<file path="config.mk">
export PLATFORM = sky130hd
export DESIGN_NAME = ising_loop
export DESIGN_NICKNAME = d
export VERILOG_FILES = /design/src/rtl/ising_loop.sv
export SDC_FILE = /design/constraint.sdc
export NUM_CORES = 1
export LEC_CHECK = 0
export BUFFER_PORTS_ARGS = -buffer_cell sky130_fd_sc_hd__buf_2
export CAP_MARGIN = 20
export CORE_MARGIN = 10
export CORE_UTILIZATION = 40
export CTS_CLUSTER_SIZE = 24
export DETAILED_ROUTE_END_ITERATION = 12
export GPL_ROUTABILITY_DRIVEN = 0
export GPL_TIMING_DRIVEN = 0
export PLACE_DENSITY_LB_ADDON = 0.05
export SLEW_MARGIN = 20
export SYNTH_ARGS = -nofsm -noshare
export SYNTH_HDL_FRONTEND = slang
export SYNTH_SLANG_ARGS = --single-unit
</file>
<file path="constraint.sdc">
create_clock -name clk -period 6.5 [get_ports clk]
set_input_delay 1.3 -clock clk [delete_from_list [all_inputs] [get_ports clk]]
set_output_delay 1.3 -clock clk [all_outputs]
set_load 0.02 [all_outputs]
</file>
<file path="src/rtl/ising_loop.sv">
// ising_loop: single-chain Ising sampler core.
// Holds N one-bit spins (1 = +1, 0 = -1) and an N x N signed coupling matrix J.
// A sweep computes h = J*s one row per cycle, publishes h on matrix_output
// with a one-cycle valid pulse, then sets every spin to sign(h_i).
// Optional build macro: ISING_NOISE_EN adds a 16-bit LFSR that perturbs the
// spin decision (h_i + n_i >= 0). matrix_output always carries the noise-free h.
module ising_loop #(
    parameter int N        = 4,
    parameter int DATABITS = 16
) (
    input  logic                         clk,
    input  logic                         rst,
    input  logic                         readySignal,
    output logic signed [DATABITS*N-1:0] matrix_output,
    output logic                         valid
);

    localparam int ROW_W = (N > 1) ? $clog2(N) : 1;

    localparam logic signed [DATABITS-1:0] J_POS = DATABITS'(1);
    localparam logic signed [DATABITS-1:0] J_NEG = '1;

    typedef enum logic [1:0] {
        IDLE    = 2'd0,
        COMPUTE = 2'd1,
        UPDATE  = 2'd2
    } state_t;

    state_t                      state_reg;
    logic        [ROW_W-1:0]     row_reg;
    logic        [N-1:0]         spin_reg;
    logic        [N-1:0]         spin_next;
    logic                        valid_reg;
    logic signed [DATABITS-1:0]  j_reg     [N][N];
    logic signed [DATABITS-1:0]  h_buf_reg [N];
    logic signed [DATABITS-1:0]  out_reg   [N];
    logic signed [DATABITS-1:0]  row_sum;

`ifdef ISING_NOISE_EN
    logic [15:0] lfsr_reg;
    logic        lfsr_fb;

    // Fibonacci feedback for taps 16,14,13,11 (bit indices 15,13,12,10).
    assign lfsr_fb = lfsr_reg[15] ^ lfsr_reg[13] ^ lfsr_reg[12] ^ lfsr_reg[10];
`endif

    // Local field of the current row: add or subtract each coupling according
    // to the spin bit, so no multiplier is needed. Wraps at DATABITS.
    always_comb begin
        row_sum = '0;
        for (int j = 0; j < N; j++) begin
            if (spin_reg[j]) begin
                row_sum = row_sum + j_reg[row_reg][j];
            end else begin
                row_sum = row_sum - j_reg[row_reg][j];
            end
        end
    end

    // Per-spin decision for the update edge, plus output lane packing.
    generate
        for (genvar gi = 0; gi < N; gi++) begin : g_lane
`ifdef ISING_NOISE_EN
            logic signed [3:0]        noise_slice;
            logic signed [DATABITS:0] noisy_sum;

            assign noise_slice = lfsr_reg[4*(gi%4) +: 4];
            // One extra bit keeps h + n from wrapping before the sign test.
            assign noisy_sum   = {h_buf_reg[gi][DATABITS-1], h_buf_reg[gi]}
                               + {{(DATABITS-3){noise_slice[3]}}, noise_slice};
            assign spin_next[gi] = ~noisy_sum[DATABITS];
`else
            // h >= 0 maps to +1, so a zero field resolves to +1.
            assign spin_next[gi] = ~h_buf_reg[gi][DATABITS-1];
`endif
            assign matrix_output[DATABITS*gi +: DATABITS] = out_reg[gi];
        end
    endgenerate

    assign valid = valid_reg;

    // Sweep controller: IDLE waits for a request, COMPUTE fills one h row per
    // cycle, UPDATE publishes h and commits the new spins in parallel.
    always_ff @(posedge clk) begin
        if (rst) begin
            state_reg <= IDLE;
            row_reg   <= '0;
            spin_reg  <= '1;
            valid_reg <= 1'b0;
            for (int i = 0; i < N; i++) begin
                h_buf_reg[i] <= '0;
                out_reg[i]   <= '0;
                for (int j = 0; j < N; j++) begin
                    j_reg[i][j] <= (i == j)             ? '0    :
                                   (((i + j) % 2) == 0) ? J_POS : J_NEG;
                end
            end
`ifdef ISING_NOISE_EN
            lfsr_reg <= 16'hACE1;
`endif
        end else begin
            valid_reg <= 1'b0;
            case (state_reg)
                IDLE: begin
                    if (readySignal) begin
                        row_reg   <= '0;
                        state_reg <= COMPUTE;
                    end
                end
                COMPUTE: begin
                    // Spins stay frozen until UPDATE, so every row sees the
                    // spin vector latched at sweep start.
                    h_buf_reg[row_reg] <= row_sum;
                    if (row_reg == ROW_W'(N - 1)) begin
                        row_reg   <= '0;
                        state_reg <= UPDATE;
                    end else begin
                        row_reg <= row_reg + ROW_W'(1);
                    end
                end
                UPDATE: begin
                    for (int i = 0; i < N; i++) begin
                        out_reg[i] <= h_buf_reg[i];
                    end
                    valid_reg <= 1'b1;
                    spin_reg  <= spin_next;
`ifdef ISING_NOISE_EN
                    lfsr_reg  <= {lfsr_reg[14:0], lfsr_fb};
`endif
                    state_reg <= IDLE;
                end
                default: begin
                    state_reg <= IDLE;
                end
            endcase
        end
    end

endmodule

</file>
Yosys cells after proc, flatten, opt, wreduce, memory -nomap -nowiden

Memories as Yosys holds them, arrays and structs flattened. A register that Yosys moved wholly into a read port is not among the register bits.
Index checks and enable logic that the tools add are counted.

Register bits: 9
Memory bits (writable): 384
Output and inout port bits: 65
Memories: 3

$add $sub $neg: 8
Equal/unequal tests: 5
Muxes and demuxes: 27
Bitwise gates (word level): 8
Reductions and logical operators: 5

Memories:

| name      | words | width | rd ports | clocked after memory_dff | wr ports | RTL line | source |
|---|---|---|---|---|---|---|---|
| j_reg     | 4     | 64    | 1        | 1                        | 4        | 34       | `logic signed [DATABITS-1:0] j_reg [N][N];` |
| h_buf_reg | 4     | 16    | 4        | 0                        | 4        | 35       | `logic signed [DATABITS-1:0] h_buf_reg [N];` |
| out_reg   | 4     | 16    | 4        | 0                        | 4        | 36       | `logic signed [DATABITS-1:0] out_reg [N];` |

Operators by type and width:

| cell                  | count |
|---|---|
| $mux 16               | 9 |
| $add 16x16->16        | 3 |
| $sub 16x16->16        | 3 |
| $reduce_or 16->1      | 1 |
| $sub 1x16->16 const A | 1 |
| $mux 2                | 7 |
| $mux 1                | 9 |
| $pmux 2 s2            | 2 |
| $eq 2x2->1 const B    | 2 |
| $ne 2x2->1 const B    | 2 |
| $not 1->1             | 4 |
| $or 1x1->1            | 4 |
| $reduce_and 2->1      | 2 |
| $add 2x1->2 const B   | 1 |
| $eq 2x1->1 const B    | 1 |
| $logic_not 2->1       | 1 |
| $reduce_bool 2->1     | 1 |

Logic depth before layout (Yosys ltp)

Gate-level depths: netlist (run 1).

Word-level depth: 9
Mapped depth: 23

Worst setup path before layout (run 1)

OpenSTA, ideal clock, no wires.

Path type: register to register
Start: register with a tool-made name
End: memory h_buf_reg[1][15], data pin
Setup time: 0.150 ns
Arrival: 5.097 ns
Required time: 6.350 ns
Slack: 1.253 ns
Stages on the path, launching flop included: 24
Clock period less this slack: 5.247 ns
Cell sequence: dfxtp_1 nand2b_1 o21ai_0 fa_1 inv_1 fa_1 inv_1 fa_1 ha_1 a21o_1 a31oi_1 o21ai_1 a21oi_1 o21bai_1 a21oi_1 xnor2_1 ha_1 a21oi_1 o21ai_1 a21o_1 a21oi_2 a21oi_1 or3_4 a21oi_1

RTL lines:

| item             | RTL line |
|---|---|
| end: declaration | 35 |

==> flow_metrics.py, run 1 <==
metrics = {
    "synth": {
        "async_flop_share_pct": 0,
        "synth-seq-cells": 139,
        "synthTopCellsByCount": "128 x edfxtp_1, 71 x nor2_1, 67 x and2_1",
        "synth_area_um2": 6650,
        "avgSynthCellArea_um2": 12.6,
        "synth_warnings": 0,
        "syn-num-nets": 572,
        "synthTopCellsByArea": "edfxtp_1 58%, and2_1 6.3%, ha_1 6.0%",
        "synth_top_area_cell": "edfxtp_1",
        "synthDistinctLibCells": 50,
        "synth.top_cell.area_share_pct": 57.8,
        "yosysMostFrequentCell": "edfxtp_1",
        "syn_inst": 527,
        "synth-main-ff-cell": "edfxtp_1",
        "ys_seq_area_share_pct": 61.1,
        "synth_enable_flop_cells": 128,
    },
    "pwr": {
        "clkPwrFrac_pct": 32.2,
        "internal_power_uw": 1950,
        "p_sw_uw": 956,
        "pwr_density_cell_nw_per_um2": 369,
        "power_frac_seq_pct": 36.2,
        "p_comb_share_pct": 31.6,
        "power_leakage_uw": 0.00327,
        "finalPower_uw": 2900,
        "vdd_drop_max_mv": 0.176,
        "switching_share_pct": 32.9,
    },
    "clocking": {
        "clock_latency_ns": 0.41,
        "cts_tree": "done",
        "cts_buffer_depth": 2,
        "root_buffer": "clkbuf_16",
        "post_cts_buffers": 0,
        "clock_sinks": 139,
        "cts_buffers": 17,
        "htreeDepth": 4,
        "path_clk_slew_ns": 0.06,
        "ctsHoldBuffers": 0,
    },
    "route": {
        "wl_per_cell_um": 16.0,
        "route.detailed.drc": 0,
        "drtAntennaViolNets": 0,
        "drtIter0Drc": 166,
        "vias_per_cell": 4.71,
        "wirelength_um": 13600,
        "dr_total_vias": 3992,
        "drt_pass1_iterations": 4,
    },
    "global_route": {
        "antenna_found_initial": 0,
        "grt_pass1_vias": 4160,
        "track_usage_pct": 12.5,
        "grt_max_degree": 38,
        "grt_pass1_wl_um": 21800,
        "grt-ovfl-total": 0,
    },
    "die": {
        "core-area_um2": 16500,
        "die_x_um": 149,
        "die_h_um": 149,
        "pin_count": 68,
        "fp-row-count": 47,
        "initial_utilization_pct": 40.4,
        "die_area_um2": 22200,
    },
    "finish": {
        "layout.nets": 659,
        "syn2layout_area_growth_pct": 18.3,
        "n_antenna_cell": 0,
        "drive_above_1_share_pct": 18.7,
    },
    "sta": {
        "finalClockSkew_ns": 0.0127,
        "rsz0062_at_grt": "no",
        "hold_violations": 0,
        "fin_crit_sh_pct": 90.6,
        "layout_min_cycle_time_ns": 5.89,
        "setup_viol": 0,
        "setup_tns_ns": 0,
        "tightest_slew_ns": 0.979,
        "clock.fmax_ghz": 0.170,
        "maxSlewViolCount": 0,
        "slew_headroom_pct": 33.4,
    },
    "critical_path": {
        "critPathLaunchType": "register",
        "endpoint_kind": "register",
        "worstSetupPathType": "register to register",
        "r2r_setup_slack_ns": 0.61,
        "reg2reg_to": "h_buf_reg[3][15]",
        "cp_data_required_time_ns": 6.75,
        "cp_max_fo": 8,
        "r2r_cells": 23,
        "arrival_ns": 6.14,
    },
    "hold_path": {
        "min-delay-start": "state_reg[1]",
        "holdPathEnd": "state_reg[0]",
        "hold_depth": 1,
        "hp-class": "register to register",
    },
    "run_status": {
        "status": "completed",
    },
    "placed_design": {
        "dp_hpwl_um": 10100,
        "port-buffer-count": 67,
    },
    "job": {
        "cap_violations": 0,
    },
}
-- worst max-delay path, stage by stage (launching register included) --
cell      delay (ns)
dfxtp_1         0.47
nand2_1         0.15
mux2i_1         0.35
fa_2            0.38
inv_1           0.10
fa_1            0.36
inv_1           0.11
fa_1            0.44
ha_1            0.36
a21o_1          0.23
a31oi_1         0.21
o21ai_1         0.09
a21oi_1         0.35
o21bai_1        0.13
a21oi_1         0.19
xnor2_1         0.14
ha_1            0.32
a21oi_1         0.18
o21ai_1         0.08
a21o_1          0.19
a21oi_2         0.19
a21oi_1         0.11
or3_4           0.42
a21oi_1         0.17
-- cell families after synthesis --
logic type      Yosys count  synth area share [%]
simple gates            191                  14.8
flops                   139                  61.1
compound gates           83                  8.34
buf+inv                  43                  2.60
fa+ha+maj                42                  9.03
xor+xnor                 26                  3.65
mux                       3                 0.452
-- stage by stage --
| stage | instance area, um2 | hold WS, ns | instances | utilization, % | worst slack [ns] |
|---|---|---|---|---|---|
| global placement | 7260 | 0.479 | 814 | 44.1 | 0.551 |
| floorplan | 6650 | 0.456 | 527 | - | 1.25 |
| CTS | 7870 | 0.485 | 847 | 47.8 | 0.436 |
| finish | 7870 | 0.497 | 847 | 47.8 | 0.613 |
| global route | 7870 | 0.531 | 847 | 47.8 | 0.0472 |
| detailed placement | 7290 | 0.483 | 815 | 44.3 | 0.505 |
-- timing repair --
| item | in CTS | in global routing |
|---|---|---|
| gates resized for setup | 0 | 2 |
| endpoints found under the hold margin | 0 | 0 |
| endpoints found under the setup margin | 0 | 10 |
-- per-layer routing --
layer,up-vias,routed length (um),global-route usage (%)
li1,2025,-,-
met5,-,0,0
met2,73,6670,21.4
met4,0,148,4.27
met1,1885,6190,15.2
met3,9,567,2.91
-- power by group through the flow --
stage	clock, uW	combinational (uW)	sequential (uW)
after floorplan	0	674	1090
after global placement	0	909	1070
after detailed placement	0	922	1070
after CTS	950	926	1050
after global routing	986	1030	1060
final	935	918	1050
-- worst max-delay path by stage --
stage | from | to | slack, ns | cells after the start
2_1_floorplan | register | h_buf_reg[1][15] | 1.25 | 23
6_report | register | h_buf_reg[3][15] | 0.61 | 23
5_1_grt | register | h_buf_reg[0][15] | 0.05 | 23
3_5_place_dp | register | h_buf_reg[3][15] | 0.51 | 23
3_3_place_gp | register | h_buf_reg[3][15] | 0.55 | 23
4_1_cts | register | h_buf_reg[3][15] | 0.44 | 23
-- cell type report --
type | count | area [um2]
plain buffers | 13 | 60.1
clock buffers | 19 | 433
clock inverters | 13 | 143
fillers | 1488 | 8600
inverters | 30 | 113
multi-input cells | 345 | 2430
flip-flops and latches | 139 | 4060
well taps | 220 | 275
repair buffers | 68 | 355
-- cells in the final DEF (no fill, tap or decap), types with 2 or more instances in the layout --
master      instances
a21o_1              9
a21oi_1            28
a21oi_2             2
a31oi_1             3
and2_1             67
and3_1              3
buf_2              67
bufinv_16           2
clkbuf_1           13
clkbuf_16          17
clkinv_2            3
clkinv_4            3
clkinvlp_4          2
dfxtp_1            11
edfxtp_1          128
fa_1                9
ha_1               32
inv_1              30
inv_6               3
mux2i_1             2
nand2_1            18
nand2b_1           10
nand2b_4            2
nand3_1             3
nand4_1             2
nor2_1             71
nor3_1              5
o21a_1              3
o21ai_0             9
o21ai_1             6
o21ai_2             2
o21bai_1            9
o2bb2ai_1           2
or4_1               2
xnor2_1            18
xor2_1              7
Power figures use the tool's default switching activity.
==> run 2: changes to the inputs <==
clock period = 5.8 ns   (was 6.5 ns; I/O delays follow)
==> run 2 against run 1 <==
  * Sequential share of layout area fell by 0.44 points
  * Power rose by 13%
  * Hold slack improved by 0.0010 ns
  * Via count rose by 1.3%
  * Clock skew barely moved
  * Largest power group unchanged
==> flow_metrics.py, run 2 (synthesis gave the netlist of run 1 again) <==
metrics = {
    "run_status": {
        "status": "completed",
    },
    "die": {
        "fp-row-count": 47,
        "core-area_um2": 16500,
        "pin_count": 68,
        "initial_utilization_pct": 40.4,
        "die_x_um": 149,
        "die_area_um2": 22200,
        "die_h_um": 149,
    },
    "critical_path": {
        "cp_max_fo": 8,
        "endpoint_kind": "register",
        "critPathLaunchType": "register",
        "cpPeakStageDelay_ns": 0.51,
        "cpMaxStageDelayCell": "fa_1",
        "arrival_ns": 5.72,
        "cp_data_required_time_ns": 6.05,
        "critical_path.most_common_cell": "a21oi_1",
        "crit_path_cell_trace": "or2_2 -> ha_1 -> fa_2 -> inv_1 -> fa_1 -> inv_1 -> fa_1 -> ha_2 -> a21o_1 -> a31oi_2 -> o21ai_1 -> a21oi_2 -> o21bai_1 -> a21oi_1 -> xnor2_1 -> ha_2 -> a21oi_1 -> o21ai_1 -> a21o_1 -> a21oi_2 -> a21oi_1 -> or3_4 -> a21oi_1",
        "worstSetupPathType": "register to register",
    },
    "clocking": {
        "ctsHoldBuffers": 0,
        "path_clk_slew_ns": 0.06,
        "cts_tree": "done",
        "htreeDepth": 4,
        "root_buffer": "clkbuf_16",
        "cts_buffer_depth": 2,
        "cts_buffers": 17,
        "clock_sinks": 139,
        "clock_latency_ns": 0.41,
    },
    "route": {
        "wl_per_cell_um": 16.1,
        "wirelength_um": 13700,
        "drtIter0Drc": 175,
        "drt_pass1_iterations": 4,
        "route.detailed.drc": 0,
        "vias_per_cell": 4.75,
        "drtAntennaViolNets": 0,
        "dr_total_vias": 4045,
    },
    "pwr": {
        "switching_share_pct": 32.9,
        "p_sw_uw": 1080,
        "p_comb_share_pct": 32.3,
        "power_frac_seq_pct": 35.9,
        "clkPwrFrac_pct": 31.8,
        "power_leakage_uw": 0.00329,
        "vdd_drop_max_mv": 0.196,
        "internal_power_uw": 2200,
        "pwr_density_cell_nw_per_um2": 414,
    },
    "sta": {
        "setup_slack_ns": 0.327,
        "fin_crit_sh_pct": 94.4,
        "finalClockSkew_ns": 0.0127,
        "whs_ns": 0.498,
        "maxSlewViolCount": 0,
        "tightest_slew_ns": 0.970,
        "slew_headroom_pct": 34.0,
        "hold_violations": 0,
        "setup_viol": 0,
        "layout_min_cycle_time_ns": 5.47,
        "clock.fmax_ghz": 0.183,
    },
    "global_route": {
        "grt-ovfl-total": 0,
        "antenna_found_initial": 0,
        "track_usage_pct": 12.6,
        "grt_pass1_vias": 4176,
        "grt_pass1_wl_um": 21900,
        "grt_max_degree": 38,
    },
    "finish": {
        "layout_commonest_cell": "edfxtp_1",
        "nFillCells": 1483,
        "n_antenna_cell": 0,
        "layout.nets": 663,
        "layout_common_cells": "128 x edfxtp_1, 71 x nor2_1, 67 x and2_1, 67 x buf_2, 30 x ha_1",
        "drive_above_1_share_pct": 20.6,
        "syn2layout_area_growth_pct": 19.4,
        "final_cells": 851,
    },
    "hold_path": {
        "min-delay-start": "state_reg[1]",
        "hp-class": "register to register",
    },
    "placed_design": {
        "dp_hpwl_um": 10100,
        "dpl_worst_slack_ns": -0.195,
        "placedCellCount": 815,
        "port-buffer-count": 67,
    },
    "job": {
        "cap_violations": 0,
    },
}
## run 2: path summary, 6_finish.rpt
path | end | slack [ns] | depth (start not counted)
hold reg to reg | state_reg[0] | 0.50 | 1
setup reg to reg | h_buf_reg[3][15] | 0.33 | 23
setup / recovery | h_buf_reg[3][15] | 0.33 | 23
hold / removal | state_reg[0] | 0.50 | 1
## run 2: stage by stage
stage	power [uW]	util, %	TNS (ns)	cell area (um2)
after floorplan	1970	-	0	6650
after global placement	2220	44.1	-1.15	7260
after detailed placement	2230	44.3	-1.98	7290
after CTS	3280	47.8	0	7880
after global routing	3470	48.2	-0.0299	7940
final	3280	48.2	0	7940
## run 2: layout make-up
type	count	area, um2	area share (%)
Clock buffer	19	433	5.45
Clock inverter	13	143	1.80
Timing Repair Buffer	72	385	4.85
Sequential cell	139	4070	51.2
Tap cell	220	275	3.47
Inverter	30	113	1.42
Multi-Input combinational cell	345	2470	31.1
Buffer	13	60.1	0.756
## run 2: worst max-delay path, delay by kind of cell, from the launching register on
kind | cells | cell delay, ns
buf+inv | 2 | 0.18
xor+xnor | 1 | 0.15
flops | 1 | 0.38
fa+ha+maj | 6 | 1.95
simple gates | 2 | 0.73
compound gates | 12 | 1.92
## run 2: repair_timing
item	CTS	global route
buffers inserted	0	4
setup endpoints to repair	19	28
resized for setup	4	8
pin swaps	0	4
## run 2: power groups by stage
stage               logic, uW  registers (uW)  clock network (uW)
floorplan                 756            1220                   0
global placement         1020            1200                   0
detailed placement       1030            1200                   0
CTS                      1040            1180                1070
global route             1180            1180                1100
finish                   1060            1180                1040
## run 2: metal layers
metal  global-route usage (%)  wire length [um]  vias to the layer above
met1                     15.3              6210                     1926
li1                         -                 -                     2033
met5                        0                 0                        -
met2                     21.5              6800                       75
met3                     2.91               557                       11
met4                     4.27               165                        0
==> run 3: changes to the inputs <==
CORE_UTILIZATION = 45   (was 40)
REMOVE_ABC_BUFFERS = 1   (was default)
SKIP_LAST_GASP = 1   (was default)
==> run 3 against run 2 <==
  * Clock-buffer cell count grew 1
  * Non-clock buffer count decreased by 10
  * Fmax decreased by 0.12%
  * Register-to-register slack hardly changed
  * Hold slack barely moved
  * Clock power hardly changed
  * Critical path depth unchanged
  * Sequential share of layout area rose by 0.35 points
  * Combinational power fell by 7%
  * Critical path type unchanged
  * Largest cell class unchanged
==> flow_metrics.py, run 3 (synthesis gave the netlist of run 1 again) <==
metrics = {
    "die": {
        "fp-row-count": 44,
        "initial_utilization_pct": 45.8,
        "die_h_um": 142,
        "die_x_um": 142,
        "pin_count": 68,
        "die_area_um2": 20000,
        "core-area_um2": 14500,
    },
    "hold_path": {
        "min-delay-start": "state_reg[1]",
        "hp-class": "register to register",
        "hold_depth": 1,
    },
    "pwr": {
        "vdd_drop_max_mv": 0.232,
        "finalPower_uw": 3200,
        "power_leakage_uw": 0.00328,
        "pwr_density_cell_nw_per_um2": 406,
    },
    "global_route": {
        "grt-busiest-layer": "met2",
        "gr-usage-met3_pct": 3.91,
        "track_usage_pct": 13.3,
        "grt_max_degree": 56,
        "grtUsageMet1_pct": 17.4,
        "antenna_found_initial": 0,
        "grt-ovfl-total": 0,
        "grt_pass1_vias": 4118,
        "grt_pass1_wl_um": 21200,
        "gr-usage-met2_pct": 20.3,
    },
    "clocking": {
        "cts_tree": "done",
        "root_buffer": "clkbuf_16",
        "clock_latency_ns": 0.42,
        "clock_sinks": 139,
        "cts_buffers": 17,
        "htreeDepth": 4,
        "path_clk_slew_ns": 0.06,
        "cts_buffer_depth": 2,
    },
    "finish": {
        "final_cells": 805,
        "layout_common_cells": "128 x edfxtp_1, 70 x nor2_1, 67 x and2_1, 67 x buf_2, 30 x ha_1",
        "nFillCells": 1264,
        "layout.nets": 653,
        "layout_commonest_cell": "edfxtp_1",
        "final_area_um2": 7890,
        "postLayoutCoreUtil_pct": 54.3,
        "syn2layout_area_growth_pct": 18.7,
        "multi_input_area_um2": 2480,
        "drive_above_1_share_pct": 21.4,
        "n_antenna_cell": 0,
        "seqCellArea_um2": 4070,
    },
    "route": {
        "drt_pass1_iterations": 5,
        "vias_per_cell": 5.06,
        "drtAntennaViolNets": 0,
        "drtIter0Drc": 167,
        "wl_per_cell_um": 16.1,
        "route.detailed.drc": 0,
        "wirelength_um": 13000,
        "dr_total_vias": 4076,
    },
    "sta": {
        "tightest_slew_ns": 1.09,
        "finalClockSkew_ns": 0.00863,
        "layout_min_cycle_time_ns": 5.48,
        "setup_tns_ns": 0,
        "clock.fmax_ghz": 0.182,
        "hold_violations": 0,
        "fin_crit_sh_pct": 94.5,
        "maxSlewViolCount": 0,
        "setup_viol": 0,
        "slew_headroom_pct": 27.4,
    },
    "critical_path": {
        "cp_data_required_time_ns": 6.04,
        "worstSetupPathType": "register to register",
        "endpoint_kind": "register",
        "critPathLaunchType": "register",
        "arrival_ns": 5.72,
        "cp_max_fo": 8,
        "r2r_cells": 23,
    },
    "run_status": {
        "status": "completed",
    },
    "placed_design": {
        "postPlaceCellArea_um2": 7230,
        "placedCellCount": 768,
        "port-buffer-count": 67,
        "dp_hpwl_um": 8830,
    },
    "job": {
        "cap_violations": 0,
    },
}
[run 3: critical path, stage by stage, from the launching register on]
cell and delay, ns:
dfxtp_4 0.38, or2_2 0.31, ha_1 0.24, fa_2 0.40, inv_1 0.11, fa_1 0.17
inv_1 0.07, fa_1 0.49, ha_2 0.30, a21o_1 0.22, a31oi_2 0.19, o21ai_1 0.10
a21oi_2 0.24, o21bai_1 0.11, a21oi_1 0.18, xnor2_1 0.15, ha_2 0.34, a21oi_1 0.15
o21ai_1 0.09, a21o_1 0.19, a21oi_2 0.17, a21oi_1 0.12, or3_4 0.42, a21oi_1 0.15
[run 3: metrics by stage]
step                      hold slack [ns]  setup WS (ns)
after global placement              0.479         -0.110
after floorplan                     0.451          0.544
after detailed placement            0.494         -0.174
final                               0.498          0.320
after global routing                0.532        -0.0529
after CTS                           0.504         0.0719
[run 3: worst paths after layout]
path | to | slack [ns]
min reg2reg | state_reg[0] | 0.50
min | state_reg[0] | 0.50
max | h_buf_reg[1][15] | 0.32
max reg2reg | h_buf_reg[1][15] | 0.32
[run 3: report_power, final]
| group | leakage [uW] | switching [uW] | total (uW) | internal, uW |
|---|---|---|---|---|
| logic | 0.00159 | 597 | 991 | 394 |
| clock network | 0.000273 | 420 | 1040 | 616 |
| registers | 0.00142 | 14.3 | 1180 | 1160 |
| total | 0.00328 | 1030 | 3200 | 2170 |
[run 3: what timing repair did]
item | in CTS | in global routing
pin swaps | 0 | 2
setup buffers | 0 | 5
hold buffers | 0 | 0
resized for setup | 4 | 10
setup endpoints to repair | 12 | 22
[run 3: cell type report]
type                    instances  area share, %
clock buffers                  20           5.79
clock inverters                12           1.46
inverters                      30           1.47
multi-input cells             345           31.4
flip-flops and latches        139           51.5
well taps                     184           2.92
repair buffers                 75           5.42
[run 3: routing by layer]
| layer | wire (um) | share of wire, % |
|---|---|---|
| met1 | 6250 | 48 |
| met2 | 5940 | 46 |
| met3 | 577 | 4.4 |
| met4 | 211 | 1.6 |
| met5 | 0 | 0 |
